<file path="src/rtl/conv11_pw_accum.sv">
// Purpose : 1x1 (pointwise) convolution for one output pixel of one output channel.
//           Accumulates IN_CH activation*weight pairs, adds bias, requantises by a
//           Q(FRAC_BITS) scale with round-half-up, optional ReLU, saturates to DATA_WIDTH.
// Latency : out_valid rises on the 2nd rising edge after the edge accepting the last pair.
// Backpr. : in_ready is high only in IDLE/ACC; the result is held in OUT until out_ready.
// Ports   : clk/rst_n (async active-low); in_valid/in_ready/in_data/in_weight pair stream;
//           bias/scale/relu_en sampled with the first pair; out_valid/out_ready/out_data
//           result stream; busy high whenever the engine is not idle.
module conv11_pw_accum #(
  parameter int DATA_WIDTH = 8,
  parameter int ACC_WIDTH  = 32,
  parameter int BIAS_WIDTH = 32,
  parameter int IN_CH      = 16,
  parameter int FRAC_BITS  = 16
) (
  input  logic                         clk,
  input  logic                         rst_n,
  input  logic                         in_valid,
  output logic                         in_ready,
  input  logic signed [DATA_WIDTH-1:0] in_data,
  input  logic signed [DATA_WIDTH-1:0] in_weight,
  input  logic signed [BIAS_WIDTH-1:0] bias,
  input  logic signed [BIAS_WIDTH-1:0] scale,
  input  logic                         relu_en,
  output logic                         out_valid,
  input  logic                         out_ready,
  output logic signed [DATA_WIDTH-1:0] out_data,
  output logic                         busy
);

  localparam int CNT_W  = $clog2(IN_CH + 1);
  localparam int PP_W   = 2 * DATA_WIDTH;
  localparam int SUM_W  = ACC_WIDTH + 1;
  localparam int PROD_W = SUM_W + BIAS_WIDTH;
  // One spare bit so adding the rounding constant can never wrap.
  localparam int RND_W  = PROD_W + 1;

  localparam logic [CNT_W-1:0] LAST_CNT = CNT_W'(IN_CH);
  localparam logic signed [RND_W-1:0] HALF    = RND_W'(longint'(1) << (FRAC_BITS - 1));
  localparam logic signed [RND_W-1:0] SAT_MAX = RND_W'((longint'(1) << (DATA_WIDTH - 1)) - 1);
  localparam logic signed [RND_W-1:0] SAT_MIN = RND_W'(-(longint'(1) << (DATA_WIDTH - 1)));
  localparam logic signed [DATA_WIDTH-1:0] OUT_MAX = {1'b0, {(DATA_WIDTH-1){1'b1}}};
  localparam logic signed [DATA_WIDTH-1:0] OUT_MIN = {1'b1, {(DATA_WIDTH-1){1'b0}}};

  typedef enum logic [2:0] {
    S_IDLE,
    S_ACC,
    S_BIAS,
    S_SCALE,
    S_OUT
  } state_t;

  state_t                         state_q;
  logic        [CNT_W-1:0]        cnt_q;
  logic signed [ACC_WIDTH-1:0]    acc_q;
  logic signed [BIAS_WIDTH-1:0]   bias_q;
  logic signed [BIAS_WIDTH-1:0]   scale_q;
  logic                           relu_q;
  logic signed [SUM_W-1:0]        sum_q;
  logic                           out_valid_q;
  logic signed [DATA_WIDTH-1:0]   out_data_q;

  logic signed [PP_W-1:0]         pair_prod;
  logic        [CNT_W-1:0]        cnt_d;
  logic signed [SUM_W-1:0]        sum_d;
  logic signed [PROD_W-1:0]       prod;
  logic signed [RND_W-1:0]        rnd;
  logic signed [RND_W-1:0]        shifted;
  logic signed [DATA_WIDTH-1:0]   res_d;

  // Size casts of signed operands sign-extend, so every stage is exact.
  always_comb begin
    pair_prod = PP_W'(in_data) * PP_W'(in_weight);
    cnt_d     = cnt_q + CNT_W'(1);
    sum_d     = SUM_W'(acc_q) + SUM_W'(bias_q);
    prod      = PROD_W'(sum_q) * PROD_W'(scale_q);
    rnd       = RND_W'(prod) + HALF;
    shifted   = rnd >>> FRAC_BITS;
    if (relu_q && (shifted < 0)) begin
      shifted = '0;
    end
    if (shifted > SAT_MAX) begin
      res_d = OUT_MAX;
    end else if (shifted < SAT_MIN) begin
      res_d = OUT_MIN;
    end else begin
      res_d = shifted[DATA_WIDTH-1:0];
    end
  end

  always_ff @(posedge clk or negedge rst_n) begin
    if (!rst_n) begin
      state_q     <= S_IDLE;
      cnt_q       <= '0;
      acc_q       <= '0;
      bias_q      <= '0;
      scale_q     <= '0;
      relu_q      <= 1'b0;
      sum_q       <= '0;
      out_valid_q <= 1'b0;
      out_data_q  <= '0;
    end else begin
      case (state_q)
        S_IDLE: begin
          if (in_valid) begin
            // First pair loads (not adds) so no clear cycle is needed between pixels.
            acc_q   <= ACC_WIDTH'(pair_prod);
            bias_q  <= bias;
            scale_q <= scale;
            relu_q  <= relu_en;
            cnt_q   <= CNT_W'(1);
            state_q <= (IN_CH == 1) ? S_BIAS : S_ACC;
          end
        end
        S_ACC: begin
          if (in_valid) begin
            acc_q <= acc_q + ACC_WIDTH'(pair_prod);
            if (cnt_d == LAST_CNT) begin
              cnt_q   <= '0;
              state_q <= S_BIAS;
            end else begin
              cnt_q <= cnt_d;
            end
          end
        end
        S_BIAS: begin
          sum_q   <= sum_d;
          cnt_q   <= '0;
          state_q <= S_SCALE;
        end
        S_SCALE: begin
          out_data_q  <= res_d;
          out_valid_q <= 1'b1;
          state_q     <= S_OUT;
        end
        S_OUT: begin
          if (out_ready) begin
            out_valid_q <= 1'b0;
            state_q     <= S_IDLE;
          end
        end
        default: state_q <= S_IDLE;
      endcase
    end
  end

  assign in_ready  = (state_q == S_IDLE) || (state_q == S_ACC);
  assign busy      = (state_q != S_IDLE);
  assign out_valid = out_valid_q;
  assign out_data  = out_data_q;

endmodule

</file>
<file path="config.mk">
export PLATFORM = sky130hd
export DESIGN_NAME = conv11_pw_accum
export DESIGN_NICKNAME = d
export VERILOG_FILES = /design/src/rtl/conv11_pw_accum.sv
export SDC_FILE = /design/constraint.sdc
export NUM_CORES = 2
export LEC_CHECK = 0
export BUFFER_PORTS_ARGS = -buffer_cell sky130_fd_sc_hd__clkbuf_2
export CAP_MARGIN = 30
export CORE_ASPECT_RATIO = 0.5
export CORE_UTILIZATION = 30
export CTS_CLUSTER_DIAMETER = 30
export CTS_CLUSTER_SIZE = 20
export DETAILED_ROUTE_END_ITERATION = 8
export GPL_ROUTABILITY_DRIVEN = 0
export SYNTH_ARGS = -nofsm -noshare
export SYNTH_HDL_FRONTEND = slang
export SYNTH_SLANG_ARGS = --single-unit
</file>
<file path="constraint.sdc">
create_clock -name clk -period 8.72 [get_ports clk]
set_input_delay 0.436 -clock clk [delete_from_list [all_inputs] [get_ports clk]]
set_output_delay 0.436 -clock clk [all_outputs]
set_load 0.005 [all_outputs]
</file>
==> qor.txt <==
vias in the first global route - 39,100
via count - 36,800
antenna viol nets, final - 0
leading cell type in the layout, fill and taps excluded - inv_1
outcome - finished, violations left
grt ovf - 0
CORE AREA - 161,000 sq um
CP startpoint kind - register
fin util - 36.3%
Slowest-stage cell, CP - a222oi_1
Post-route DRC - 0
Multi-input gate area - 40,700 sq um
n_diodes - 0
die extent in y - 287 um
Slew Limit Headroom - 35.3%
post-DP HPWL - 112,000 um
Syn Nets - 6,842
EDFF count, synth - 0
violated checks - hold timing, setup timing
Final Critical Period - 8.87 ns
Worst-Margin Slew - 0.967 ns
htree depth - 4
register area - 3710 sq um
Synth top area share - 48.2%
Syn Area/Cell - 9.21 sq um
Fin. Hold Viols - 6
Via-to-Cell Ratio - 4.62
initial antenna violation count - 13
Longest Clk Path Bufs - 2
WL/cell - 16.9 um
Initial DRC Count - 2,150
arrival time at the worst endpoint - 9.24 ns
num rows - 104
async set or reset register ratio after synthesis - 100%
largest area contributor in the netlist - fa_1
Crit Path Category - reg -> reg
Clock Latency Late Sink - 0.49 ns
WHS - -0.0120 ns
max-capacitance violation count - 0
final setup fails - 8
share of post-route cells with drive strength above 1 - 18.6%
register bit count reported by yosys - 147
Hold Buf Count CTS - 0
largest net degree at the start of global routing - 84
first-pass GRT wire length - 218,000 um
DRT Wirelength - 134,000 um
Layout area overhead - 19.7%
Synth Instances - 5,306
Crit path required time - 9.08 ns
Final Skew - 0.0178 ns
first drt pass iteration count - 5
top_reg_cell synth - dfrtp_1
Root Buffer Master - clkbuf_16
Nets - 7,302
I/O Pins - 96
critical path's largest stage delay - 0.67 ns
Crit. End Element - register
All-Layer GR Usage - 16.8%
Syn Std Cell Area - 48,900 sq um
Final period util - 102%
synth unique cells - 93
Fmax - 0.113 GHz
Synth area leaders - fa_1 48%, inv_1 9.1%, dfrtp_1 7.5%
Initial Utilization - 30.3%
CTS tree - built
Slew Limit Fails - 0
TritonCTS Buffers - 17
HP Class - in -> async
CP max FO - 8
post-synthesis sequential area ratio - 7.53%
Final WS setup - -0.155 ns
TritonCTS Sinks - 147
PortBufs - 95
RSZ-0062 raised after global routing - yes
commonest non-fill, non-tap cells in the layout - 1,141 x inv_1, 1,120 x fa_1, 764 x nand2_1
clock-pin slew on the worst setup and hold paths - 0.07 ns
Yosys warning count - 0
die area - 165,000 sq um
fill cell count - 16,300
cell mode on critical path - fa_1
chip width - 573 um
-- area by class of cell --
type,count,area share (%)
clock buffer,19,0.757
clock inverter,13,0.261
inverter,1185,7.61
multi-input combinational,3713,69.6
sequential,147,6.34
tap,2173,4.65
timing repair buffer,702,10.8
-- worst paths after layout --
kind | startpoint | endpoint | slack (ns) | cells after the start
worst max-delay path | sum_q[13] | out_data[3] | -0.15 | 31
worst min-delay path | rst_n | bias_q[2] | -0.01 | 1
worst max register to register | sum_q[13] | out_data[3] | -0.15 | 31
worst min register to register | cnt_q[4] | cnt_q[4] | 0.50 | 2
max in group asynchronous | rst_n | sum_q[24] | 7.62 | 3
min in group clk | bias[1] | bias_q[1] | 0.16 | 3
-- per-layer routing --
metal / part of all wire [%] / up-vias / track usage (%) / routed length (um)
met2: 47 / 833 / 27.8 / 63400
met1: 45 / 19000 / 23.2 / 60100
li1: - / 16800 / - / -
met3: 5.9 / 142 / 2.84 / 7890
met4: 2.2 / 20 / 3.44 / 2950
met5: 0.092 / - / 0 / 124
-- repair_timing --
action | in CTS | in global routing
gates cloned | 5 | 6
endpoints found under the setup margin | 8 | 8
setup buffers | 93 | 33
resized for setup | 157 | 152
pin swaps | 118 | 184
-- critical path: cells and delay by family, from the launching register on --
| family | cells | cell delay (ns) |
|---|---|---|
| flops | 1 | 0.54 |
| buf+inv | 8 | 0.81 |
| compound gates | 8 | 1.93 |
| fa+ha+maj | 9 | 4.35 |
| simple gates | 6 | 1.07 |
-- Yosys cell counts, types with 10 or more instances --
| cell | instances |
|---|---|
| xor2_1 | 30 |
| nand3_1 | 35 |
| o211ai_1 | 13 |
| dfrtp_1 | 147 |
| o21a_1 | 14 |
| a21oi_1 | 127 |
| o21ai_0 | 110 |
| nand2b_1 | 29 |
| nand4_1 | 22 |
| clkbuf_1 | 255 |
| and2_1 | 471 |
| xnor2_1 | 75 |
| inv_1 | 1184 |
| nor4_1 | 13 |
| nand2_1 | 780 |
| o31ai_1 | 14 |
| ha_1 | 274 |
| nor2b_1 | 10 |
| nor3_1 | 44 |
| nor2_1 | 113 |
| mux2_2 | 65 |
| a21o_1 | 57 |
| a31oi_1 | 13 |
| and3_1 | 18 |
| fa_1 | 1177 |
| a211oi_1 | 26 |
| o21bai_1 | 15 |
| or3_1 | 18 |
-- flip-flops by register name, summed over array words and instances (netlist names) --
register	count
sum_q	33
cnt_q	5
relu_q	1
scale_q	32
out_valid	1
out_data	8
bias_q	32
acc_q	32
state_q	3
-- kinds of logic (layout without fill, tap and decap cells) --
logic type / after synthesis / after routing / synth area share, %
compound gates: 480 / 480 / 6.54
xor+xnor: 105 / 105 / 1.88
fa+ha+maj: 1451 / 1451 / 55.2
buf+inv: 1446 / 1919 / 11.1
flops: 147 / 147 / 7.53
mux: 73 / 73 / 1.66
simple gates: 1604 / 1604 / 16.0
-- per-stage QoR --
stage,cells,TNS [ns],worst slack [ns],instance area [sq um]
finish,7952,-1.10,-0.155,58500
global route,7952,-2.76,-0.367,58500
CTS,7914,-0.878,-0.125,57600
detailed placement,7785,-3.61,-0.470,55400
global placement,7785,-3.91,-0.508,55400
floorplan,5306,0,0.0650,48900
Power is left out: the tool's default activity adds up to more than one toggle a clock period on the data nets, which glitch-free logic cannot reach.
